`config.mk`:
```
export PLATFORM = sky130hd
export DESIGN_NAME = hit_judge
export DESIGN_NICKNAME = d
export VERILOG_FILES = /design/src/rtl/hit_judge.sv
export SDC_FILE = /design/constraint.sdc
export NUM_CORES = 1
export LEC_CHECK = 0
export ABC_AREA = 1
export BUFFER_PORTS_ARGS = -buffer_cell sky130_fd_sc_hd__buf_2
export CAP_MARGIN = 25
export CORE_MARGIN = 2
export CORE_UTILIZATION = 55
export DETAILED_ROUTE_END_ITERATION = 12
export GPL_TIMING_DRIVEN = 0
export PLACE_DENSITY = 0.85
export SLEW_MARGIN = 20
export SYNTH_ARGS = -nofsm -noshare
export SYNTH_HDL_FRONTEND = slang
export SYNTH_SLANG_ARGS = --single-unit
export TNS_END_PERCENT = 50
```
`constraint.sdc`:
```
create_clock -name Clk -period 4.2 [get_ports Clk]
set_clock_uncertainty 0.05 [all_clocks]
set_input_delay 0.21 -clock Clk [delete_from_list [all_inputs] [get_ports Clk]]
set_output_delay 0.21 -clock Clk [all_outputs]
set_load 0.1 [all_outputs]
```
`src/rtl/hit_judge.sv`:
```
// Timing judge for the 4-lane arrow game.
// Each lane keeps a small FIFO of arrow ages, counted in frames. Key presses
// grade the oldest arrow in a lane as PERFECT or GOOD. An arrow that is too old
// is timed out as a MISS. Score, combo and the last judgement are registered.
module hit_judge #(
  parameter int          DEPTH         = 4,
  parameter int          AGE_W         = 8,
  parameter int          TRAVEL_FRAMES = 120,
  parameter int          WIN_PERFECT   = 3,
  parameter int          WIN_GOOD      = 8,
  parameter int          PTS_PERFECT   = 2,
  parameter int          PTS_GOOD      = 1,
  parameter logic [7:0]  KEY_L         = 8'h6B,
  parameter logic [7:0]  KEY_D         = 8'h72,
  parameter logic [7:0]  KEY_U         = 8'h75,
  parameter logic [7:0]  KEY_R         = 8'h74
) (
  input  logic        Clk,
  input  logic        Reset,
  input  logic        frame_clk,
  input  logic [3:0]  arrows,
  input  logic [7:0]  keyCode,
  input  logic        press,
  output logic [15:0] score,
  output logic [7:0]  combo,
  output logic        judge_valid,
  output logic [1:0]  judge_code,
  output logic [1:0]  judge_lane,
  output logic        overflow
);

  localparam int CNT_W = $clog2(DEPTH + 1);
  localparam logic [AGE_W-1:0] AGE_ZERO   = {AGE_W{1'b0}};
  localparam logic [AGE_W-1:0] AGE_MAX    = {AGE_W{1'b1}};
  localparam logic [AGE_W-1:0] EARLY_LIM  = AGE_W'(TRAVEL_FRAMES - WIN_GOOD);
  localparam logic [AGE_W-1:0] LATE_LIM   = AGE_W'(TRAVEL_FRAMES + WIN_GOOD);
  localparam logic [AGE_W-1:0] PERF_LO    = AGE_W'(TRAVEL_FRAMES - WIN_PERFECT);
  localparam logic [AGE_W-1:0] PERF_HI    = AGE_W'(TRAVEL_FRAMES + WIN_PERFECT);
  localparam logic [1:0]       CODE_PERF  = 2'd1;
  localparam logic [1:0]       CODE_GOOD  = 2'd2;
  localparam logic [1:0]       CODE_MISS  = 2'd3;

  // Map a scan code to {mapped, lane}. Codes that are not mapped return 3'b000.
  function automatic logic [2:0] key_map_f(input logic [7:0] code);
    logic [2:0] r;
    case (code)
      KEY_L:   r = 3'b100;
      KEY_D:   r = 3'b101;
      KEY_U:   r = 3'b110;
      KEY_R:   r = 3'b111;
      default: r = 3'b000;
    endcase
    return r;
  endfunction

  // History registers used for edge detection.
  logic             frame_clk_q;
  logic [3:0]       arrows_q;
  logic             press_q;
  logic [7:0]       key_code_q;

  // Per-lane age FIFOs. Entry 0 is the oldest arrow, and slots past count are kept at zero.
  logic [AGE_W-1:0] ages_q [4][DEPTH];
  logic [AGE_W-1:0] ages_d [4][DEPTH];
  logic [AGE_W-1:0] inc_s  [4][DEPTH];
  logic [CNT_W-1:0] count_q [4];
  logic [CNT_W-1:0] count_d [4];
  logic [CNT_W-1:0] cnt_pop_s [4];

  logic [15:0]      score_q, score_d;
  logic [7:0]       combo_q, combo_d;
  logic             judge_valid_q;
  logic [1:0]       judge_code_q, judge_code_d;
  logic [1:0]       judge_lane_q, judge_lane_d;
  logic             overflow_q;

  logic             frame_tick_s;
  logic [3:0]       spawn_s;
  logic             key_evt_s;
  logic [2:0]       key_map_s;
  logic [3:0]       lane_valid_s, key_on_lane_s, hit_s;
  logic [3:0]       miss_s, perfect_s, good_s, pop_s, drop_s;
  logic [4:0]       pts_s;
  logic [2:0]       hits_s;
  logic [16:0]      score_sum_s;
  logic [8:0]       combo_sum_s;

  // Detect edges and grade the head entry of each lane.
  // A MISS on a lane blocks a key hit on the same lane.
  always_comb begin
    frame_tick_s = frame_clk & ~frame_clk_q;
    spawn_s      = arrows & ~arrows_q;
    key_evt_s    = press & (~press_q | (keyCode != key_code_q));
    key_map_s    = key_map_f(keyCode);
    for (int l = 0; l < 4; l++) begin
      lane_valid_s[l]  = (count_q[l] != {CNT_W{1'b0}});
      miss_s[l]        = lane_valid_s[l] && (ages_q[l][0] > LATE_LIM);
      key_on_lane_s[l] = key_evt_s && key_map_s[2] && (key_map_s[1:0] == 2'(l));
      hit_s[l]         = key_on_lane_s[l] && lane_valid_s[l] && !miss_s[l]
                         && (ages_q[l][0] >= EARLY_LIM);
      perfect_s[l]     = hit_s[l] && (ages_q[l][0] >= PERF_LO) && (ages_q[l][0] <= PERF_HI);
      good_s[l]        = hit_s[l] && !perfect_s[l];
      pop_s[l]         = miss_s[l] | hit_s[l];
    end
  end

  // Compute the next FIFO state in three steps: age the valid entries on a
  // frame tick, shift out a popped head, then append a new arrow at age 0.
  always_comb begin
    for (int l = 0; l < 4; l++) begin
      for (int e = 0; e < DEPTH; e++) begin
        if (CNT_W'(e) < count_q[l]) begin
          inc_s[l][e] = (frame_tick_s && (ages_q[l][e] != AGE_MAX))
                        ? ages_q[l][e] + AGE_W'(1) : ages_q[l][e];
        end else begin
          inc_s[l][e] = AGE_ZERO;
        end
      end
      for (int e = 0; e < DEPTH - 1; e++) begin
        ages_d[l][e] = pop_s[l] ? inc_s[l][e+1] : inc_s[l][e];
      end
      ages_d[l][DEPTH-1] = pop_s[l] ? AGE_ZERO : inc_s[l][DEPTH-1];
      cnt_pop_s[l] = count_q[l] - CNT_W'(pop_s[l]);
      count_d[l]   = cnt_pop_s[l];
      drop_s[l]    = 1'b0;
      if (spawn_s[l]) begin
        if (cnt_pop_s[l] < CNT_W'(DEPTH)) begin
          for (int e = 0; e < DEPTH; e++) begin
            ages_d[l][e] = (CNT_W'(e) == cnt_pop_s[l]) ? AGE_ZERO : ages_d[l][e];
          end
          count_d[l] = cnt_pop_s[l] + CNT_W'(1);
        end else begin
          drop_s[l] = 1'b1;
        end
      end else begin
        count_d[l] = cnt_pop_s[l];
      end
    end
  end

  // Add up the points for this cycle and update the combo.
  // The judgement output reports the lowest-numbered lane that was judged.
  always_comb begin
    pts_s        = 5'd0;
    hits_s       = 3'd0;
    judge_code_d = judge_code_q;
    judge_lane_d = judge_lane_q;
    for (int l = 0; l < 4; l++) begin
      pts_s  = pts_s + (perfect_s[l] ? 5'(PTS_PERFECT) : 5'd0)
                     + (good_s[l]    ? 5'(PTS_GOOD)    : 5'd0);
      hits_s = hits_s + (hit_s[l] ? 3'd1 : 3'd0);
    end
    for (int l = 3; l >= 0; l--) begin
      judge_lane_d = pop_s[l] ? 2'(l) : judge_lane_d;
      judge_code_d = pop_s[l] ? (miss_s[l] ? CODE_MISS : (perfect_s[l] ? CODE_PERF : CODE_GOOD))
                              : judge_code_d;
    end
    score_sum_s = {1'b0, score_q} + 17'(pts_s);
    score_d     = score_sum_s[16] ? 16'hFFFF : score_sum_s[15:0];
    combo_sum_s = {1'b0, combo_q} + 9'(hits_s);
    if (|miss_s) begin
      combo_d = 8'h00;
    end else begin
      combo_d = combo_sum_s[8] ? 8'hFF : combo_sum_s[7:0];
    end
  end

  // State update. Reset takes priority over every event and clears all state.
  always_ff @(posedge Clk) begin
    if (Reset) begin
      frame_clk_q   <= 1'b0;
      arrows_q      <= 4'd0;
      press_q       <= 1'b0;
      key_code_q    <= 8'h00;
      score_q       <= 16'h0000;
      combo_q       <= 8'h00;
      judge_valid_q <= 1'b0;
      judge_code_q  <= 2'd0;
      judge_lane_q  <= 2'd0;
      overflow_q    <= 1'b0;
      for (int l = 0; l < 4; l++) begin
        count_q[l] <= {CNT_W{1'b0}};
        for (int e = 0; e < DEPTH; e++) begin
          ages_q[l][e] <= AGE_ZERO;
        end
      end
    end else begin
      frame_clk_q   <= frame_clk;
      arrows_q      <= arrows;
      press_q       <= press;
      key_code_q    <= keyCode;
      score_q       <= score_d;
      combo_q       <= combo_d;
      judge_valid_q <= |pop_s;
      judge_code_q  <= judge_code_d;
      judge_lane_q  <= judge_lane_d;
      overflow_q    <= overflow_q | (|drop_s);
      for (int l = 0; l < 4; l++) begin
        count_q[l] <= count_d[l];
        for (int e = 0; e < DEPTH; e++) begin
          ages_q[l][e] <= ages_d[l][e];
        end
      end
    end
  end

  assign score       = score_q;
  assign combo       = combo_q;
  assign judge_valid = judge_valid_q;
  assign judge_code  = judge_code_q;
  assign judge_lane  = judge_lane_q;
  assign overflow    = overflow_q;

endmodule
```
==> summary.md, run 1 <==
| Metric | Value |
|---|---|
| Reg2reg start | ages_q[0][25] |
| Largest buffer count on any clock path | 2 |
| Seq/Total Area, Yosys | 32.3% |
| 1st-iter DRT viols | 822 |
| Setup WS pre-CTS | -326 ps |
| Vias in the first global route | 10,437 |
| Worst Tran Pin Value | 734 ps |
| Warnings from Yosys | 0 |
| Dpl cells | 1,993 |
| Clock Pin Slew Worst Setup and Hold Paths | 70 ps |
| Cell Rows | 52 |
| RR Endpoint | score[2] |
| Max-cap violations | 0 |
| CP Capture Type | flop |
| Initial antenna violation count | 0 |
| Largest cells by area after synthesis | dfxtp_1 32%, nand2_1 9.3%, inv_1 8.6% |
| Post-synth top area share | 32.3% |
| Number of vias per cell | 5.51 |
| Top Ports | 46 |
| Net count of the mapped netlist | 1,757 |
| Final Non-Filler Cells | 2,054 |
| Peak supply drop | 0.241 mV |
| Nets | 1,850 |
| CP startpoint | ages_q[0][25] |
| Final period util | 102% |
| Worst endpoint required time | 4510 ps |
| Area Overhead vs Synth | 13.4% |
| CP Capture Point | score[2] |
| Congestion Overflow GR | 0 |
| Core area | 20,300 um2 |
| Area leader, netlist | dfxtp_1 |
| Drt drc | 0 |
| First-pass GRT wire length | 47,500 um |
| Ys flop type | dfxtp_1 |
| Register share of total power | 48.8% |
| Hold Path Stages | 3 |
| FF-to-FF path depth | 23 |
| Crit path DAT | 4580 ps |
| CP max stage delay | 430 ps |
| Final Util | 63.8% |
| Via Count | 11,321 |
| Setup ws final | -66.0 ps |
| CP max stage cell | fa_1 |
| Routability Congestion | 0.910 |
| Tot GR Track Use | 26.0% |
| Post-synth EDFFs | 0 |
| Violated checks | setup timing |
| Max frequency | 0.234 GHz |
| Startpoint Class | flop |
| Slew Limit Fails | 0 |
| Synth Instances | 1,679 |
| Sw frac | 26.5% |
| Total CTS buffers | 17 |
| Commonest cells post-synth | 284 x nand2_1, 263 x inv_1, 224 x nor2_1, 184 x dfxtp_1, 143 x a21oi_1 |
| Status | complete, but fails checks |
| Setup Viol. Count Final | 10 |
| Critical path, cell by cell | inv_4 > ha_4 > nand4_1 > nand3_4 > nand3_4 > nor2_4 > nand2_4 > nor2_4 > fa_1 > inv_2 > fa_1 > fa_2 > inv_2 > fa_2 > a31oi_4 > nor3_2 > nand2_1 > nor2_2 > nand3_2 > nor2_4 > nand3_4 > buf_6 > a21oi_1 |
| Clock sink count | 184 |
| Post-route ant nets | 0 |
| Routed wire length | 28,800 um |
| Distinct cells, synth | 60 |
| HPWL Detailed | 21,000 um |
| Worst hold path type | input pin to flop |
| Cell Area, Synth | 11,400 um2 |
| Htree depth | 4 |
| Largest net degree at the start of global routing | 17 |
| Slew Limit Headroom | 50.8% |
| P_int | 2690 uW |
| Fin area | 12,900 um2 |
| Comb pwr share | 9.1% |
| Average wire per standard cell | 14.0 um |
| Critical path type | flop to flop |
| Diode count | 0 |
| DIE WIDTH | 148 um |
| Crit-path max FO | 6 |
| Number of port buffers | 44 |
| Final hold vios | 0 |
| Post-DP Area | 12,000 um2 |
| Most common cell in the netlist | nand2_1 |
| Die height | 148 um |
| Psw | 970 uW |
| Layout cell share with drive strength beyond 1 | 12.1% |
| Root buffer cell | clkbuf_16 |
| RSZ-0062 raised after global routing | true |
| Initial Util | 56.2% |
| Minimum clock period | 4270 ps |
| Synth Register Bits | 184 |
| Fraction of registers with async set/reset | 0% |
| Pwr/cell area | 283 nW/um2 |
| Die ar. | 21,900 um2 |
| CTS tree | built |
| Clock latency on the worst-skew pair | 440 ps |
| Router iterations before antenna repair | 6 |
| Mapped Avg Cell Area | 6.80 um2 |
| Reg2reg setup slack | -70 ps |
| Leakage power | 0.00554 uW |
| Clock network power share | 42.0% |
repair_timing:
action	CTS	global route
setup endpoints to repair	16	16
hold endpoints to repair	10	0
buffers inserted	9	11
pin swaps	11	20
hold buffers	10	0
cloned	1	0
resized for setup	11	32
per-stage QoR:
stage                     power (uW)  setup TNS, ps  hold slack (ps)
after floorplan                 2040           -312              267
after CTS                       3650              0             1.55
after detailed placement        2120          -4050              396
final                           3660           -438             13.8
after global placement          2110          -3510              380
after global routing            3770          -4380             21.1
cell families (layout without fill, tap and decap cells):
logic type               after synthesis  in the layout  synth area share (%)
AO/OA/AOI/OAI                        346            346                  16.7
XOR/XNOR                              53             53                  4.07
adder cells (fa/ha/maj)               62             62                  7.39
AND/OR/NAND/NOR                      729            729                  28.6
flip-flops                           184            184                  32.3
buffers and inverters                305            410                  10.9
cell usage in the layout (no fill, tap or decap), types with 4 or more instances in the layout:
cell type	instances
a211oi_1	12
a21oi_1	141
a21oi_2	6
a31oi_1	11
buf_2	51
buf_4	28
buf_6	9
clkbuf_1	8
clkbuf_16	17
clkinv_4	4
clkinvlp_4	5
dfxtp_1	176
dfxtp_2	7
dlygate4sd3_1	10
fa_1	7
ha_1	52
inv_1	257
inv_2	13
nand2_1	281
nand2_2	7
nand2_4	8
nand3_1	79
nand3_4	4
nand3b_1	8
nand4_1	17
nor2_1	216
nor2_2	9
nor2_4	12
nor3_1	54
nor4_1	7
o211ai_1	8
o21ai_0	130
o21ai_1	7
o22ai_1	6
or2_2	7
xnor2_1	23
xor2_1	30
critical path, delay by kind of cell (launching register included):
family / cells / cell delay [ps]
AO/OA/AOI/OAI: 2 / 230
adder cells (fa/ha/maj): 5 / 1570
buffers and inverters: 4 / 380
flip-flops: 1 / 360
AND/OR/NAND/NOR: 12 / 1590
final cells by class:
cell class / instances / area, um2
Buffer: 30 / 211
Clock buffer: 18 / 429
Clock inverter: 13 / 125
Fill cell: 1728 / 7360
Inverter: 274 / 1040
Multi-Input combinational cell: 1190 / 6620
Sequential cell: 184 / 3700
Tap cell: 270 / 338
Timing Repair Buffer: 75 / 482
registers in the layout (all words and copies together), names as in the netlist, 2 cells and up:
name and flops:
ages_q 128, score 16, count_q 12, combo 8, key_code_q 8, arrows_q 4, judge_code 2, judge_lane 2
worst min-delay path by stage:
stage	endpoint	slack [ps]	from
after floorplan	key_code_q[2]	270	keyCode[2]
after global placement	frame_clk_q	380	frame_clk
after detailed placement	arrows_q[3]	400	arrows[3]
after CTS	key_code_q[0]	2	keyCode[0]
after global routing	key_code_q[0]	20	keyCode[0]
final	key_code_q[0]	10	keyCode[0]
layer usage:
layer	wire length, um	vias up	track usage [%]
met5	0	-	0
met4	780	0	8.24
li1	-	5635	-
met2	13700	430	44.5
met3	1760	77	3.93
met1	12600	5179	33.9
power groups by stage:
stage	Clock, uW	Combinational [uW]	Sequential [uW]
6_report	1540	335	1790
5_1_grt	1610	372	1790
4_1_cts	1550	317	1780
3_5_place_dp	0	300	1820
3_3_place_gp	0	291	1820
2_1_floorplan	0	216	1820
No activity file was read; power rests on OpenSTA's default activity.
==> inputs of run 2 (changes only) <==
--- a/config.mk
+++ b/config.mk
@@ -8,11 +8,11 @@
 export ABC_AREA = 1
 export BUFFER_PORTS_ARGS = -buffer_cell sky130_fd_sc_hd__buf_2
 export CAP_MARGIN = 25
-export CORE_MARGIN = 2
 export CORE_UTILIZATION = 55
 export DETAILED_ROUTE_END_ITERATION = 12
 export GPL_TIMING_DRIVEN = 0
-export PLACE_DENSITY = 0.85
+export PLACE_DENSITY = 0.82
+export SETUP_SLACK_MARGIN = 0.15
 export SLEW_MARGIN = 20
 export SYNTH_ARGS = -nofsm -noshare
 export SYNTH_HDL_FRONTEND = slang
==> constraint.sdc (replaced) <==
create_clock -name Clk -period 5.2 [get_ports Clk]
set_clock_uncertainty 0.05 [all_clocks]
set_input_delay 0.26 -clock Clk [delete_from_list [all_inputs] [get_ports Clk]]
set_output_delay 0.26 -clock Clk [all_outputs]
set_load 0.1 [all_outputs]
==> summary.md, run 2 (synthesized netlist as in run 1, its figures left out) <==
| Metric | Value |
|---|---|
| Most frequent cells in the layout | 284 x nand2_1, 263 x inv_1, 222 x nor2_1 (was 281 x nand2_1, 257 x inv_1, 216 x nor2_1) |
| RSZ-0062 raised after global routing | false (was true) |
| Tot GR Track Use | 26.3% (was 26.0%) |
| Psw | 809 uW (was 970 uW) |
| Leakage power | 0.00543 uW (was 0.00554 uW) |
| CP max stage delay | 520 ps (was 430 ps) |
| Core area | 20,300 um2 (unchanged) |
| Status | complete, no violations (was complete, but fails checks) |
| RR Endpoint | score[5] (was score[2]) |
| CTS tree | built (unchanged) |
| 1st-iter DRT viols | 793 (was 822) |
| Register share of total power | 48.4% (was 48.8%) |
| Worst hold path type | input pin to flop (unchanged) |
| Initial Util | 56.2% (unchanged) |
| Average wire per standard cell | 13.8 um (was 14.0 um) |
| CP max stage cell | dlygate4sd3_1 (was fa_1) |
| Slew Limit Fails | 0 (unchanged) |
| Number of vias per cell | 5.50 (was 5.51) |
| Final hold vios | 0 (unchanged) |
| P_int | 2170 uW (was 2690 uW) |
| Layout cell share with drive strength beyond 1 | 9.49% (was 12.1%) |
| Clock latency on the worst-skew pair | 440 ps (about the same) |
| Drt drc | 0 (unchanged) |
| Initial antenna violation count | 0 (unchanged) |
| Reg2reg setup slack | 470 ps (was -70 ps) |
| Max reg flops | 128 (unchanged) |
| Die ar. | 21,300 um2 (was 21,900 um2) |
| Slew Limit Headroom | 47.1% (was 50.8%) |
| Setup ws final | 468 ps (was -66.0 ps) |
| Root buffer cell | clkbuf_16 (unchanged) |
| Hold Path Stages | 3 (unchanged) |
| Congestion Overflow GR | 0 (unchanged) |
| Clock sink count | 184 (unchanged) |
| Clock Pin Slew Worst Setup and Hold Paths | 70 ps (about the same) |
| Cell mode on critical path | nand2_1 |
| First-pass GRT wire length | 46,300 um (was 47,500 um) |
| Number of port buffers | 44 (unchanged) |
| Routed wire length | 28,100 um (was 28,800 um) |
| Die height | 146 um (was 148 um) |
| Worst Tran Pin Value | 794 ps (was 734 ps) |
| Minimum clock period | 4730 ps |
| Startpoint Class | input pin (was flop) |
| Max frequency | 0.211 GHz |
| Setup WS pre-CTS | 345 ps (was -326 ps) |
| End point of the worst hold path | arrows_q[1] (was key_code_q[0]) |
| Nets | 1,824 (was 1,850) |
| Post-route ant nets | 0 (unchanged) |
| Cell Rows | 52 (unchanged) |
| Diode count | 0 (unchanged) |
| Via Count | 11,167 (was 11,321) |
| Area Overhead vs Synth | 10.3% (was 13.4%) |
| Routability Congestion | 0.905 (was 0.910) |
| Worst endpoint required time | 5540 ps (was 4510 ps) |
| Final Util | 62.0% (was 63.8%) |
| Setup Viol. Count Final | 0 (was 10) |
| Largest buffer count on any clock path | 2 (unchanged) |
| Pwr/cell area | 236 nW/um2 (was 283 nW/um2) |
| Total CTS buffers | 17 (unchanged) |
| Clock network power share | 43.1% (was 42.0%) |
| FF-to-FF path depth | 27 (was 23) |
| Final period util | 91.0% |
| Most common cell after layout, fill and taps aside | nand2_1 (unchanged) |
| Peak supply drop | 0.184 mV (was 0.241 mV) |
| Max-cap violations | 0 (unchanged) |
| DIE WIDTH | 146 um (was 148 um) |
| HPWL Detailed | 20,900 um (was 21,000 um) |
| Sw frac | 27.2% (was 26.5%) |
| Reg2reg start | count_q[0][2] (was ages_q[0][25]) |
| Htree depth | 4 (unchanged) |
| Crit path DAT | 5070 ps (was 4580 ps) |
| Largest net degree at the start of global routing | 18 (was 17) |
| Vias in the first global route | 10,227 (was 10,437) |
| CP Capture Type | flop (unchanged) |
| Crit-path max FO | 10 (was 6) |
| Top Ports | 46 (unchanged) |
| Worst hold path startpoint | arrows[1] (was keyCode[0]) |
| Comb pwr share | 8.5% (was 9.1%) |
| Setup TNS Final | 0 ps (was -438 ps) |
| Critical path type | input pin to flop (was flop to flop) |
| Top reg by flops | ages_q (unchanged) |
| Router iterations before antenna repair | 5 (was 6) |
-- run 2: worst max path at each step --
stage	start	to	slack (ps)	cells after the start
after floorplan	count_q[0][2]	score[5]	850	27
after detailed placement	count_q[0][2]	score[5]	350	27
after global routing	count_q[0][2]	score[5]	120	27
after global placement	count_q[0][2]	score[5]	400	27
final	keyCode[4]	score[5]	470	28
after CTS	count_q[0][2]	score[5]	330	27
-- run 2: per-layer routing --
metal  global-route usage (%)  share of wire, %
met1                     34.3                44
met2                     44.8                47
met3                     3.88               6.4
met4                     8.28               2.0
met5                        0                 0
-- run 2: through the flow --
| step | power, uW | hold slack (ps) | cell area, um2 | std cells |
|---|---|---|---|---|
| 4_1_cts | 2990 | 6.06 | 12600 | 2028 |
| 3_5_place_dp | 1720 | 434 | 12000 | 1993 |
| 2_1_floorplan | 1650 | 317 | 11400 | 1679 |
| 5_1_grt | 3080 | 22.8 | 12600 | 2029 |
| 3_3_place_gp | 1710 | 427 | 12000 | 1993 |
| 6_report | 2980 | 10.2 | 12600 | 2029 |
-- run 2: layout make-up --
cell class                      count  area (um2)
Fill cell                        1837        7710
Multi-Input combinational cell   1190        6500
Sequential cell                   184        3680
Inverter                          274        1030
Clock buffer                       18         429
Tap cell                          270         338
Timing Repair Buffer               48         258
Buffer                             31         214
Clock inverter                     14         140
-- run 2: power by group through the flow --
stage	registers (uW)	logic, uW	clock network [uW]
finish	1440	253	1280
global route	1440	283	1350
CTS	1440	249	1300
detailed placement	1470	244	0
global placement	1470	237	0
floorplan	1470	174	0
-- run 2: critical path: cells and delay by family --
| family | cells | cell delay (ps) |
|---|---|---|
| buffers and inverters | 7 | 1250 |
| AOI/OAI and AO/OA | 1 | 150 |
| adders and majority gates | 4 | 1600 |
| and+or+nand+nor | 16 | 1790 |
-- run 2: repair_timing --
| action | 4_1_cts | 5_1_grt |
|---|---|---|
| endpoints found under the hold margin | 3 | 0 |
| endpoints found under the setup margin | 0 | 13 |
| setup buffers | 0 | 1 |
| hold buffers | 3 | 0 |
| gates resized for setup | 0 | 4 |
==> inputs of run 3 (changes only) <==
--- a/config.mk
+++ b/config.mk
@@ -11,7 +11,7 @@
 export CORE_UTILIZATION = 55
 export DETAILED_ROUTE_END_ITERATION = 12
 export GPL_TIMING_DRIVEN = 0
-export PLACE_DENSITY = 0.82
+export PLACE_DENSITY = 0.72
 export SETUP_SLACK_MARGIN = 0.15
 export SLEW_MARGIN = 20
 export SYNTH_ARGS = -nofsm -noshare
==> summary.md, run 3 (synthesized netlist as in run 1, its figures left out) <==
| Metric | Value |
|---|---|
| Layout cell share with drive strength beyond 1 | 9.45% (was 9.49%) |
| Area Overhead vs Synth | 10.2% (was 10.3%) |
| Critical path type | flop to flop (was input pin to flop) |
| Post-CTS Setup Bufs | 0 (unchanged) |
| Post-DP Area | 12,000 um2 (unchanged) |
| Crit path DAT | 5000 ps (was 5070 ps) |
| Leakage power | 0.00543 uW (about the same) |
| Clock latency on the worst-skew pair | 440 ps (about the same) |
| Setup TNS Final | 0 ps (unchanged) |
| Final hold slack | 20.7 ps (was 10.2 ps) |
| First-pass GRT wire length | 46,000 um (was 46,300 um) |
| Max frequency | 0.214 GHz (was 0.211 GHz) |
| CP Capture Type | flop (unchanged) |
| Max reg flops | 128 (unchanged) |
| Average wire per standard cell | 13.5 um (was 13.8 um) |
| Max-cap violations | 0 (unchanged) |
| Reg2reg start | count_q[0][2] (unchanged) |
| Initial Util | 56.2% (unchanged) |
| Reg2reg setup slack | 530 ps (was 470 ps) |
| Filler Cell Count | 1,901 (was 1,837) |
| Htree depth | 4 (unchanged) |
| Cell Rows | 52 (unchanged) |
| Fin area | 12,600 um2 (about the same) |
| Peak supply drop | 0.205 mV (was 0.184 mV) |
| Comb pwr share | 8.3% (was 8.5%) |
| Number of vias per cell | 5.31 (was 5.50) |
| Worst Tran Pin Value | 785 ps (was 794 ps) |
| Top Ports | 46 (unchanged) |
| Post-route ant nets | 0 (unchanged) |
| Setup Viol. Count Final | 0 (unchanged) |
| Die height | 146 um (unchanged) |
| Register share of total power | 48.0% (was 48.4%) |
| Final period util | 89.8% (was 91.0%) |
| Startpoint Class | flop (was input pin) |
| Crit-path max FO | 10 (unchanged) |
| Routed wire length | 27,300 um (was 28,100 um) |
| Largest net degree at the start of global routing | 19 (was 18) |
| Number of port buffers | 44 (unchanged) |
| HPWL Detailed | 20,600 um (was 20,900 um) |
| Largest buffer count on any clock path | 2 (unchanged) |
| Via Count | 10,758 (was 11,167) |
| Root buffer cell | clkbuf_16 (unchanged) |
| CP startpoint | count_q[0][2] (was keyCode[4]) |
| Routability Congestion | 0.909 (was 0.905) |
| RR Endpoint | score[5] (unchanged) |
| Vias in the first global route | 9,822 (was 10,227) |
| Diode count | 0 (unchanged) |
| Status | complete, no violations (unchanged) |
| Die ar. | 21,300 um2 (unchanged) |
| Pwr/cell area | 239 nW/um2 (was 236 nW/um2) |
| Clock Pin Slew Worst Setup and Hold Paths | 70 ps (about the same) |
| Slew Limit Headroom | 47.5% (was 47.1%) |
| Router iterations before antenna repair | 5 (unchanged) |
| DIE WIDTH | 146 um (unchanged) |
| Tot GR Track Use | 26.2% (was 26.3%) |
| FF-to-FF path depth | 27 (unchanged) |
| Clock sink count | 184 (unchanged) |
| Core area | 20,300 um2 (unchanged) |
| P_int | 2190 uW (was 2170 uW) |
| 1st-iter DRT viols | 586 (was 793) |
| Clock network power share | 43.8% (was 43.1%) |
| Sw frac | 27.1% (was 27.2%) |
| Nets | 1,821 (was 1,824) |
| Most common cell after layout, fill and taps aside | nand2_1 (unchanged) |
| Total CTS buffers | 17 (unchanged) |
| Worst hold path type | input pin to flop (unchanged) |
| Top reg by flops | ages_q (unchanged) |
| Final hold vios | 0 (unchanged) |
| Minimum clock period | 4670 ps (was 4730 ps) |
| Congestion Overflow GR | 0 (unchanged) |
| RSZ-0062 raised after global routing | false (unchanged) |
| Most frequent cells in the layout | 284 x nand2_1, 263 x inv_1, 223 x nor2_1 (was 284 x nand2_1, 263 x inv_1, 222 x nor2_1) |
| Psw | 814 uW (was 809 uW) |
| Slew Limit Fails | 0 (unchanged) |
| Initial antenna violation count | 0 (unchanged) |
| CP Capture Point | score[5] (unchanged) |
| Worst endpoint required time | 5540 ps (about the same) |
| CTS tree | built (unchanged) |
| Drt drc | 0 (unchanged) |
==> run 3: changes by cell type in the layout (fill, tap and decap cells not counted), moves of 2 or more <==
cell           delta
clkinv_2          -3
clkinv_4          +2
dlygate4sd3_1     -2
inv_8             +2
==> run 3: how the worst min path moves through the flow <==
stage	start	to	cells after the start	slack (ps)
finish	keyCode[4]	key_code_q[4]	3	20
global route	arrows[1]	arrows_q[1]	3	20
CTS	keyCode[7]	key_code_q[7]	3	7
detailed placement	judge_code[0]	judge_code[0]	2	440
global placement	judge_code[0]	judge_code[0]	2	440
floorplan	keyCode[2]	key_code_q[2]	2	320
==> run 3: final cells by class <==
type / count / area (um2) / share of cell area [%]
inverter: 274 / 1030 / 8.21
clock inverter: 14 / 150 / 1.19
buffer: 31 / 214 / 1.70
tap: 270 / 338 / 2.68
sequential: 184 / 3680 / 29.3
clock buffer: 18 / 439 / 3.49
timing repair buffer: 45 / 230 / 1.83
multi-input combinational: 1190 / 6490 / 51.6
==> run 3: metal layers <==
| layer | share of wire, % | track usage, % |
|---|---|---|
| met4 | 1.6 | 7.40 |
| met5 | 0 | 0 |
| met2 | 46 | 43.7 |
| met1 | 47 | 35.2 |
| met3 | 5.0 | 4.06 |
==> run 3: power by group through the flow <==
stage	Combinational [uW]	Clock [uW]	Sequential, uW
4_1_cts	247	1330	1440
3_3_place_gp	241	0	1470
5_1_grt	282	1390	1440
6_report	249	1310	1440
2_1_floorplan	174	0	1470
3_5_place_dp	244	0	1470
==> run 3: critical path: stages (launching register included) <==
cell and delay [ps]:
dfxtp_1 310, buf_6 140, nor2_8 150, inv_4 70
nor2_4 120, inv_2 90, nand3_4 120, nand3_1 90
nor2_2 130, nand2_4 80, nor2_2 170, fa_1 460
inv_1 90, fa_1 410, fa_1 390, inv_1 90
fa_1 220, a31oi_1 150, nor3_2 190, nand2_1 120
nor2_4 130, nand3_2 130, nor2_4 150, nand3_2 120
buf_2 220, nand2_1 80, nand2_1 40, inv_1 70
==> run 3: what timing repair did <==
action | in CTS | in global routing
endpoints found under the setup margin | 0 | 11
hold buffers | 1 | 0
endpoints found under the hold margin | 1 | 0
gates resized for setup | 0 | 3
==> run 3: stage by stage <==
stage	total power (uW)	cells	util, %	setup slack [ps]
3_5_place_dp	1720	1993	59.0	405
6_report	3000	2026	62.0	530
3_3_place_gp	1710	1993	59.0	440
2_1_floorplan	1650	1679	-	848
4_1_cts	3020	2026	61.9	357
5_1_grt	3110	2026	62.0	158
